===== src/rtl/div_pkg.sv =====
// Shared widths, FSM state type and sign helper for the iterative restoring divider.
package div_pkg;

  localparam int unsigned REG_W  = 32;
  localparam int unsigned DREG_W = 64;
  localparam int unsigned CNT_W  = 6;

  localparam logic [CNT_W-1:0] DIV_STEPS = 6'd32;

  typedef enum logic [1:0] {
    DIV_FREE   = 2'b00,
    DIV_BYZERO = 2'b01,
    DIV_ON     = 2'b10,
    DIV_END    = 2'b11
  } div_state_e;

  // Two's-complement negate when en is set, pass-through otherwise.
  function automatic logic [REG_W-1:0] neg_if(input logic en, input logic [REG_W-1:0] v);
    return en ? ('0 - v) : v;
  endfunction

endpackage


===== src/rtl/div_if.sv =====
// EX-stage to divider request/response bundle; original signal names kept for drop-in use.
interface div_if;
  import div_pkg::*;

  logic              signed_div_i;
  logic [REG_W-1:0]  opdata1_i;
  logic [REG_W-1:0]  opdata2_i;
  logic              start_i;
  logic              annul_i;
  logic [DREG_W-1:0] result_o;
  logic              ready_o;

  modport master (
    output signed_div_i, opdata1_i, opdata2_i, start_i, annul_i,
    input  result_o, ready_o
  );

  modport slave (
    input  signed_div_i, opdata1_i, opdata2_i, start_i, annul_i,
    output result_o, ready_o
  );

endinterface


===== src/rtl/div.sv =====
// 32-bit signed/unsigned restoring divider, one quotient bit per cycle, result {rem, quo}.
module div
  import div_pkg::*;
(
  input  logic clk,
  input  logic rst_n,
  div_if.slave bus
);

  div_state_e        r_state, w_state_nxt;
  logic [CNT_W-1:0]  r_cnt,   w_cnt_nxt;
  logic [REG_W-1:0]  r_rem,   w_rem_nxt;
  logic [REG_W-1:0]  r_quo,   w_quo_nxt;
  logic [REG_W-1:0]  r_dvsr,  w_dvsr_nxt;
  logic              r_qsign, w_qsign_nxt;
  logic              r_rsign, w_rsign_nxt;
  logic [DREG_W-1:0] r_result, w_result_nxt;
  logic              r_ready,  w_ready_nxt;

  logic [REG_W:0]    w_partial;
  logic [REG_W:0]    w_diff;

  // r_quo starts as the dividend magnitude: its MSB feeds the partial remainder
  // while quotient bits shift in at the LSB.
  assign w_partial = {r_rem, r_quo[REG_W-1]};
  assign w_diff    = w_partial - {1'b0, r_dvsr};

  always_comb begin
    w_state_nxt  = r_state;
    w_cnt_nxt    = r_cnt;
    w_rem_nxt    = r_rem;
    w_quo_nxt    = r_quo;
    w_dvsr_nxt   = r_dvsr;
    w_qsign_nxt  = r_qsign;
    w_rsign_nxt  = r_rsign;
    w_result_nxt = r_result;
    w_ready_nxt  = r_ready;

    unique case (r_state)
      DIV_FREE: begin
        w_ready_nxt  = 1'b0;
        w_result_nxt = '0;
        if (bus.start_i && !bus.annul_i) begin
          w_rsign_nxt = bus.signed_div_i & bus.opdata1_i[REG_W-1];
          w_qsign_nxt = bus.signed_div_i & (bus.opdata1_i[REG_W-1] ^ bus.opdata2_i[REG_W-1]);
          w_quo_nxt   = neg_if(bus.signed_div_i & bus.opdata1_i[REG_W-1], bus.opdata1_i);
          w_dvsr_nxt  = neg_if(bus.signed_div_i & bus.opdata2_i[REG_W-1], bus.opdata2_i);
          w_rem_nxt   = '0;
          w_cnt_nxt   = '0;
          w_state_nxt = (bus.opdata2_i == '0) ? DIV_BYZERO : DIV_ON;
        end
      end

      DIV_BYZERO: begin
        if (bus.annul_i) begin
          w_state_nxt  = DIV_FREE;
          w_cnt_nxt    = '0;
          w_ready_nxt  = 1'b0;
          w_result_nxt = '0;
        end else begin
          w_state_nxt  = DIV_END;
          w_ready_nxt  = 1'b1;
          w_result_nxt = '0;
        end
      end

      DIV_ON: begin
        if (bus.annul_i) begin
          w_state_nxt  = DIV_FREE;
          w_cnt_nxt    = '0;
          w_ready_nxt  = 1'b0;
          w_result_nxt = '0;
        end else if (r_cnt == DIV_STEPS) begin
          w_state_nxt  = DIV_END;
          w_ready_nxt  = 1'b1;
          w_result_nxt = {neg_if(r_rsign, r_rem), neg_if(r_qsign, r_quo)};
          w_cnt_nxt    = '0;
        end else begin
          w_quo_nxt = {r_quo[REG_W-2:0], ~w_diff[REG_W]};
          w_rem_nxt = w_diff[REG_W] ? w_partial[REG_W-1:0] : w_diff[REG_W-1:0];
          w_cnt_nxt = r_cnt + CNT_W'(1);
        end
      end

      DIV_END: begin
        if (bus.annul_i || !bus.start_i) begin
          w_state_nxt  = DIV_FREE;
          w_cnt_nxt    = '0;
          w_ready_nxt  = 1'b0;
          w_result_nxt = '0;
        end
      end

      default: begin
        w_state_nxt = DIV_FREE;
      end
    endcase
  end

  always_ff @(posedge clk or negedge rst_n) begin
    if (!rst_n) begin
      r_state  <= DIV_FREE;
      r_cnt    <= '0;
      r_rem    <= '0;
      r_quo    <= '0;
      r_dvsr   <= '0;
      r_qsign  <= 1'b0;
      r_rsign  <= 1'b0;
      r_result <= '0;
      r_ready  <= 1'b0;
    end else begin
      r_state  <= w_state_nxt;
      r_cnt    <= w_cnt_nxt;
      r_rem    <= w_rem_nxt;
      r_quo    <= w_quo_nxt;
      r_dvsr   <= w_dvsr_nxt;
      r_qsign  <= w_qsign_nxt;
      r_rsign  <= w_rsign_nxt;
      r_result <= w_result_nxt;
      r_ready  <= w_ready_nxt;
    end
  end

  assign bus.result_o = r_result;
  assign bus.ready_o  = r_ready;

endmodule


===== src/flat_wrapper.sv =====
// flat-port wrapper written by rule: the top's interface ports become plain ports
module div_flat import div_pkg::*;
  (clk, rst_n, bus_signed_div_i, bus_opdata1_i, bus_opdata2_i, bus_start_i, bus_annul_i, bus_result_o, bus_ready_o);
  div_if bus_i ();
  input  logic clk;
  input  logic rst_n;
  input wire logic [$bits(bus_i.signed_div_i)-1:0] bus_signed_div_i;
  input wire logic [$bits(bus_i.opdata1_i)-1:0] bus_opdata1_i;
  input wire logic [$bits(bus_i.opdata2_i)-1:0] bus_opdata2_i;
  input wire logic [$bits(bus_i.start_i)-1:0] bus_start_i;
  input wire logic [$bits(bus_i.annul_i)-1:0] bus_annul_i;
  output wire logic [$bits(bus_i.result_o)-1:0] bus_result_o;
  output wire logic [$bits(bus_i.ready_o)-1:0] bus_ready_o;
  assign bus_i.signed_div_i = bus_signed_div_i;
  assign bus_i.opdata1_i = bus_opdata1_i;
  assign bus_i.opdata2_i = bus_opdata2_i;
  assign bus_i.start_i = bus_start_i;
  assign bus_i.annul_i = bus_annul_i;
  assign bus_result_o = bus_i.result_o;
  assign bus_ready_o = bus_i.ready_o;
  div u_core (.clk(clk), .rst_n(rst_n), .bus(bus_i));
endmodule

===== config.mk =====
export PLATFORM = sky130hd
export DESIGN_NAME = div_flat
export DESIGN_NICKNAME = d
export VERILOG_FILES = /design/src/rtl/div_pkg.sv /design/src/rtl/div_if.sv /design/src/rtl/div.sv /design/src/flat_wrapper.sv
export SDC_FILE = /design/constraint.sdc
export NUM_CORES = 1
export LEC_CHECK = 0
export CAP_MARGIN = 20
export CORE_ASPECT_RATIO = 0.8
export CORE_MARGIN = 2
export CORE_UTILIZATION = 55
export DETAILED_ROUTE_END_ITERATION = 8
export PLACE_DENSITY = 0.79
export SLEW_MARGIN = 10
export SYNTH_ARGS = -nofsm -noshare
export SYNTH_HDL_FRONTEND = slang
export SYNTH_SLANG_ARGS = --single-unit

===== constraint.sdc =====
create_clock -name clk -period 4.6 [get_ports clk]
set_input_delay 0.92 -clock clk [delete_from_list [all_inputs] [get_ports clk]]
set_output_delay 0.92 -clock clk [all_outputs]
set_load 0.03 [all_outputs]

### Word level (Yosys, flattened, before mapping)

Cells that the tools add are included.

| storage, ports and cells | value |
|---|---|
| word-level logic and storage cells | 78 |
| output and inout port bits | 65 |
| register bits | 171 |

| cells by class | value |
|---|---|
| multiplexer cells | 35 |
| add/sub/neg operators | 6 |
| bitwise gates (word level) | 5 |
| reductions and logical operators | 13 |
| equality and inequality tests | 10 |

Operator list:

| operator | number |
|---|---|
| two-way mux 32 bit | 11 |
| two-way mux 64 bit | 3 |
| case mux 64 bit (3 select lines) | 1 |
| case mux 32 bit (2 select lines) | 2 |
| subtractor 1 x 32 -> 32 bit, first input constant | 4 |
| subtractor 33 x 32 -> 33 bit | 1 |
| zero test 32 bit | 1 |
| two-way mux 6 bit | 5 |
| case mux 6 bit (4 select lines) | 1 |
| two-way mux 2 bit | 6 |
| case mux 2 bit (4 select lines) | 1 |
| adder 6 x 1 -> 6 bit, second input constant | 1 |
| == test 6 bit, second input constant | 1 |
| inequality test 2 bit, second input constant | 3 |
| AND reduction 3 bit | 2 |
| == test 2 bit, second input constant | 2 |
| two-way mux 1 bit | 4 |
| inequality test 2 x 1 -> 1 bit, second input constant | 2 |
| case mux 1 bit (4 select lines) | 1 |
| AND reduction 2 bit | 2 |
| AND reduction 4 bit | 1 |
| AND 1 bit | 3 |
| inequality test 3 x 2 -> 1 bit, second input constant | 1 |
| == test 2 x 1 -> 1 bit, second input constant | 1 |
| 8 further kinds | 9 |

### Logic depth before layout (Yosys ltp)

| logic depth | value |
|---|---|
| word-level depth | 5 |
| mapped depth | 14 |
| depth with buffers taken out | 12 |

### Least setup slack after synthesis

OpenSTA, ideal clock, no wires.

| timing path | value |
|---|---|
| path kind | reg-to-reg |
| start | reg u_core.r_dvsr[0] |
| end | reg u_core.r_rem[29] |
| clock period less this slack | 3.371 ns |
| path buffers | 2 |
| cell stages (with the launch flop) | 14 |
| slack | 1.229 ns |
| required time | 4.467 ns |
| arrival | 3.238 ns |
| cell sequence | dfrtp_1 -> ha_1 -> fa_1 -> nand2b_1 -> a21o_1 -> a31oi_1 -> a221o_1 -> a22oi_1 -> a21o_1 -> a211oi_1 -> buf_1 -> buf_1 -> mux2i_1 -> o21ai_0 |

| between the ends | value |
|---|---|
| longest elaborated chain between the ends | 5 |

RTL lines:

| element | RTL line | source |
|---|---|---|
| start: declaration | div.sv:14 | `logic [REG_W-1:0] r_dvsr, w_dvsr_nxt;` |
| start signal: assignment | div.sv:116 | `r_dvsr <= w_dvsr_nxt;` |
| subtractor 33 x 32 -> 33 bit | div.sv:26 | `assign w_diff = w_partial - {1'b0, r_dvsr};` |
| two-way mux 32 bit | div.sv:80 | `w_rem_nxt = w_diff[REG_W] ? w_partial[REG_W-1:0] : w_diff[REG_W-1:0];` |
| two-way mux 32 bit | div.sv:73 | `end else if (r_cnt == DIV_STEPS) begin` |
| two-way mux 32 bit | div.sv:68 | `if (bus.annul_i) begin` |
| case mux 32 bit (2 select lines) | div.sv:39 | `unique case (r_state)` |
| end signal: assignment | div.sv:114 | `r_rem <= w_rem_nxt;` |
| end: declaration | div.sv:12 | `logic [REG_W-1:0] r_rem, w_rem_nxt;` |

Every way passes these cells. The select of a mux whose other input is x is not followed.
A chain may end at the register's enable or synchronous reset.

### Worst setup path after layout

| timing path | value |
|---|---|
| start | reg u_core.r_quo[31] |
| end | reg u_core.r_rem[9] |

| between the ends | value |
|---|---|
| longest elaborated chain between the ends | 5 |

RTL lines:

| element | RTL line | source |
|---|---|---|
| start: declaration | div.sv:13 | `logic [REG_W-1:0] r_quo, w_quo_nxt;` |
| start signal: assignment | div.sv:115 | `r_quo <= w_quo_nxt;` |
| subtractor 33 x 32 -> 33 bit | div.sv:26 |  |
| two-way mux 32 bit | div.sv:80 |  |
| two-way mux 32 bit | div.sv:73 |  |
| two-way mux 32 bit | div.sv:68 |  |
| case mux 32 bit (2 select lines) | div.sv:39 |  |

Every way passes these cells. The select of a mux whose other input is x is not followed.

==> summary.txt <==
Outcome
  – Status: completed

Clock network
  – Post-CTS sizing: 0
  – TritonCTS clock tree: done
  – Bufs on Longest Clock Path: 2
  – Clock tree root driver cell: sky130_fd_sc_hd__clkbuf_16
  – Setup bufs post-CTS: 0
  – Num CTS Buffers: 17
  – Clock slew at the register clock pins of the worst setup and hold paths: 0.07 ns
  – H-Tree Level Count: 4
  – Clock network latency to the later pin of the worst-skew pair: 0.44 ns
  – Number of hold buffers added after CTS: 0
  – Clock sink total: 171

Layout
  – Highest-count cells in the layout ignoring fill and taps: 216 x sky130_fd_sc_hd__nand2_1, 190 x sky130_fd_sc_hd__o21ai_0, 171 x sky130_fd_sc_hd__dfrtp_1
  – ANT cells: 0
  – Share of post-route cells with drive strength above 1: 0.0441
  – Post-route cell area: 13400 um2
  – Filler cell count in the final layout: 1647
  – Final net count: 1551
  – Area growth, synth to finish: 19.0%
  – Final core area utilization: 0.672
  – Most frequent standard cell in the layout excluding fill and tap cells: sky130_fd_sc_hd__nand2_1

Timing
  – Setup Total Neg Slack: 0 ns
  – Post-route minimum period: 3.80 ns
  – Final count of pins violating max slew: 0
  – Pin slew with the least headroom to its limit: 1.11 ns
  – Count of endpoints failing setup in the final report: 0
  – Final setup skew: 0.0119 ns
  – FMAX: 263 MHz
  – RSZ-0062 raised after global routing: no
  – Number of hold-slack violations in the final timing report: 0
  – Part of the cycle the worst path needs: 0.827
  – Max-Slew Margin vs Limit: 0.258
  – Final worst hold slack: 0.479 ns

Synthesis
  – Main flop type after synthesis: sky130_fd_sc_hd__dfrtp_1
  – Post-synthesis sequential area ratio: 0.379
  – Mapped Nets: 1456
  – Area share of the leading cell type in the synthesized netlist: 0.379
  – Count of flip-flops with a built-in enable after synthesis: 0
  – Cell types occupying the most area after synthesis: sky130_fd_sc_hd__dfrtp_1 38%, sky130_fd_sc_hd__o21ai_0 8.4%, sky130_fd_sc_hd__nand2_1 7.2%
  – Synthesized area: 11300 um2
  – Post-synthesis async set-or-reset flop share: 1.00
  – Cell variety after synth: 59
  – Cell count after synthesis: 1343
  – Total of warnings raised by yosys: 0
  – Register bit total from synthesis: 171
  – Leading area contributor after synthesis: sky130_fd_sc_hd__dfrtp_1
  – Mean Syn Cell Area: 8.40 um2

Global routing
  – GRT Residual Overflow: 0
  – Pin count of the biggest net entering global routing: 107
  – Vias in the first global route: 8920
  – Initial antenna violation count: 0
  – GRT Total Usage: 0.269
  – Wire length of the first global-routing pass: 46600 um

Worst hold path
  – Cell depth of the worst hold path: 2
  – End of the worst hold path: u_core.r_dvsr[23]$_DFFE_PN0P_
  – Tightest Hold Check Type: flip-flop to flip-flop
  – Launch instance of the worst min-delay path: u_core.r_dvsr[23]$_DFFE_PN0P_

Route
  – DRC violation count after routing: 0
  – Drt initial violations: 993
  – Routed len/inst: 16.6 um
  – Antenna violation net count after detailed routing: 0
  – Vias per Instance: 5.83
  – Final WL: 28500 um
  – Via count of the routed design: 9992
  – DR pass1 iterations: 6

Critical path
  – Crit path capture type: flip-flop
  – Endpoint of the worst register-to-register path: u_core.r_rem[9]$_DFFE_PN0P_
  – CP Data Required Time: 4.89 ns
  – Maximum fanout encountered on the critical timing path: 36
  – Cell occurring most often along the worst timing path: sky130_fd_sc_hd__a21o_1
  – Worst path arrival time: 4.10 ns
  – Number of cell instances on the worst register-to-register path: 13
  – Slowest cell on the critical path: sky130_fd_sc_hd__buf_4
  – Cell-by-cell trace of the critical path: inv_1, ha_1, fa_1, nand2b_1, a21o_1, a31oi_1, a221o_1, a22oi_1, a21o_1, a211oi_4, buf_4, mux2i_1, o21ai_0
  – CP startpoint kind: flip-flop
  – Biggest cell delay along the critical path: 0.50 ns
  – Setup CP Type: flip-flop to flip-flop
  – FF-to-FF Start: u_core.r_quo[31]$_DFFE_PN0P_
  – Worst-case register-to-register setup slack: 0.80 ns

Die
  – Rows: 46
  – Area of the die: 21700 um2
  – Vertical die dimension: 132 um
  – Total core area: 20000 um2
  – Number of ports placed on the die boundary: 134
  – Horiz. Die Dim: 164 um
  – Initial standard-cell utilization of the core: 0.565

Placement
  – Placement-stage cell area: 12800 um2
  – Post-DP HPWL: 21200 um
  – Routability-driven placement congestion ratio: 0.951
  – IO Port Bufs: 133

Pwr
  – PwrDens: 509 nW/um2
  – Power Total: 6.83 mW
  – Leakage dissipation: 5.72 nW
  – Peak ir drop on the vdd network: 0.000337 V

Run
  – Max-Cap Viols: 0
==> power breakdown <==
| group | internal, mW | total (mW) | switching (mW) |
|---|---|---|---|
| clock network | 0.788 | 1.49 | 0.706 |
| logic | 1.17 | 3.02 | 1.85 |
| registers | 1.87 | 2.32 | 0.445 |
==> worst max-delay path by stage <==
stage | from | to | slack, ns
after detailed placement | bus_opdata2_i[14] | u_core.r_dvsr[29]$_DFFE_PN0P_ | 0.50
final | u_core.r_quo[31]$_DFFE_PN0P_ | u_core.r_rem[9]$_DFFE_PN0P_ | 0.80
after CTS | u_core.r_quo[31]$_DFFE_PN0P_ | u_core.r_rem[9]$_DFFE_PN0P_ | 0.90
after global placement | bus_opdata2_i[14] | u_core.r_dvsr[29]$_DFFE_PN0P_ | 0.58
after floorplan | u_core.r_dvsr[0]$_DFFE_PN0P_ | u_core.r_rem[29]$_DFFE_PN0P_ | 1.23
after global routing | u_core.r_quo[31]$_DFFE_PN0P_ | u_core.r_rem[23]$_DFFE_PN0P_ | 0.65
==> synth_stat cells, types with 20 or more instances <==
cell type / count
sky130_fd_sc_hd__a21oi_1: 83
sky130_fd_sc_hd__xnor2_1: 57
sky130_fd_sc_hd__or3_1: 20
sky130_fd_sc_hd__o31ai_1: 37
sky130_fd_sc_hd__mux2i_1: 35
sky130_fd_sc_hd__inv_1: 57
sky130_fd_sc_hd__ha_1: 43
sky130_fd_sc_hd__dfrtp_1: 171
sky130_fd_sc_hd__nand2_1: 216
sky130_fd_sc_hd__a21o_1: 22
sky130_fd_sc_hd__o21ai_0: 190
sky130_fd_sc_hd__nor2_1: 72
sky130_fd_sc_hd__clkbuf_1: 53
sky130_fd_sc_hd__xor2_1: 89
==> metrics by stage <==
| step | cells | worst slack (ns) |
|---|---|---|
| after detailed placement | 1683 | 0.501 |
| after CTS | 1715 | 0.898 |
| after global routing | 1715 | 0.646 |
| final | 1715 | 0.797 |
| after global placement | 1683 | 0.577 |
| after floorplan | 1343 | 1.23 |
==> registers in the layout, indices dropped and copies added (netlist names) <==
| name | count |
|---|---|
| u_core.bus.result_o | 64 |
| u_core.r_dvsr | 32 |
| u_core.r_quo | 32 |
| u_core.r_rem | 32 |
| u_core.r_cnt | 6 |
| u_core.r_state | 2 |
| u_core.bus.ready_o | 1 |
| u_core.r_qsign | 1 |
| u_core.r_rsign | 1 |
==> kinds of logic (layout without fill, tap and decap cells) <==
kind of cell,count (synthesis),in the layout,synth area share
AOI/OAI and AO/OA,416,416,0.221
and+or+nand+nor,407,407,0.164
DFF,171,171,0.379
xor gates and xnor gates,146,146,0.113
buffers and inverters,124,232,0.0416
adders and majority gates,44,44,0.0495
muxes,35,35,0.0311
==> critical path: cells and delay by family, from the launching register on <==
family / cells / cell delay (ns)
AOI/OAI and AO/OA: 7 / 1.63
adders and majority gates: 2 / 0.62
buffers and inverters: 2 / 0.60
DFF: 1 / 0.32
muxes: 1 / 0.27
and+or+nand+nor: 1 / 0.19
==> layout make-up <==
| cell class | count | area, um2 | area share |
|---|---|---|---|
| Sequential cell | 171 | 4280 | 0.319 |
| Clock buffer | 17 | 425 | 0.0317 |
| Tap cell | 264 | 330 | 0.0246 |
| Clock inverter | 15 | 190 | 0.0142 |
| Inverter | 57 | 214 | 0.0159 |
| Timing Repair Buffer | 143 | 1420 | 0.106 |
| Multi-Input combinational cell | 1048 | 6560 | 0.489 |
==> metal layers <==
layer  vias to the layer above  share of wire  global-route usage
met4                         0         0.0075              0.0487
met5                         -              0                   0
met1                      4704           0.51               0.439
met3                        17          0.075              0.0516
li1                       4921              -                   -
met2                       350           0.41               0.368
Note: power is estimated with default switching activity, not from simulation.
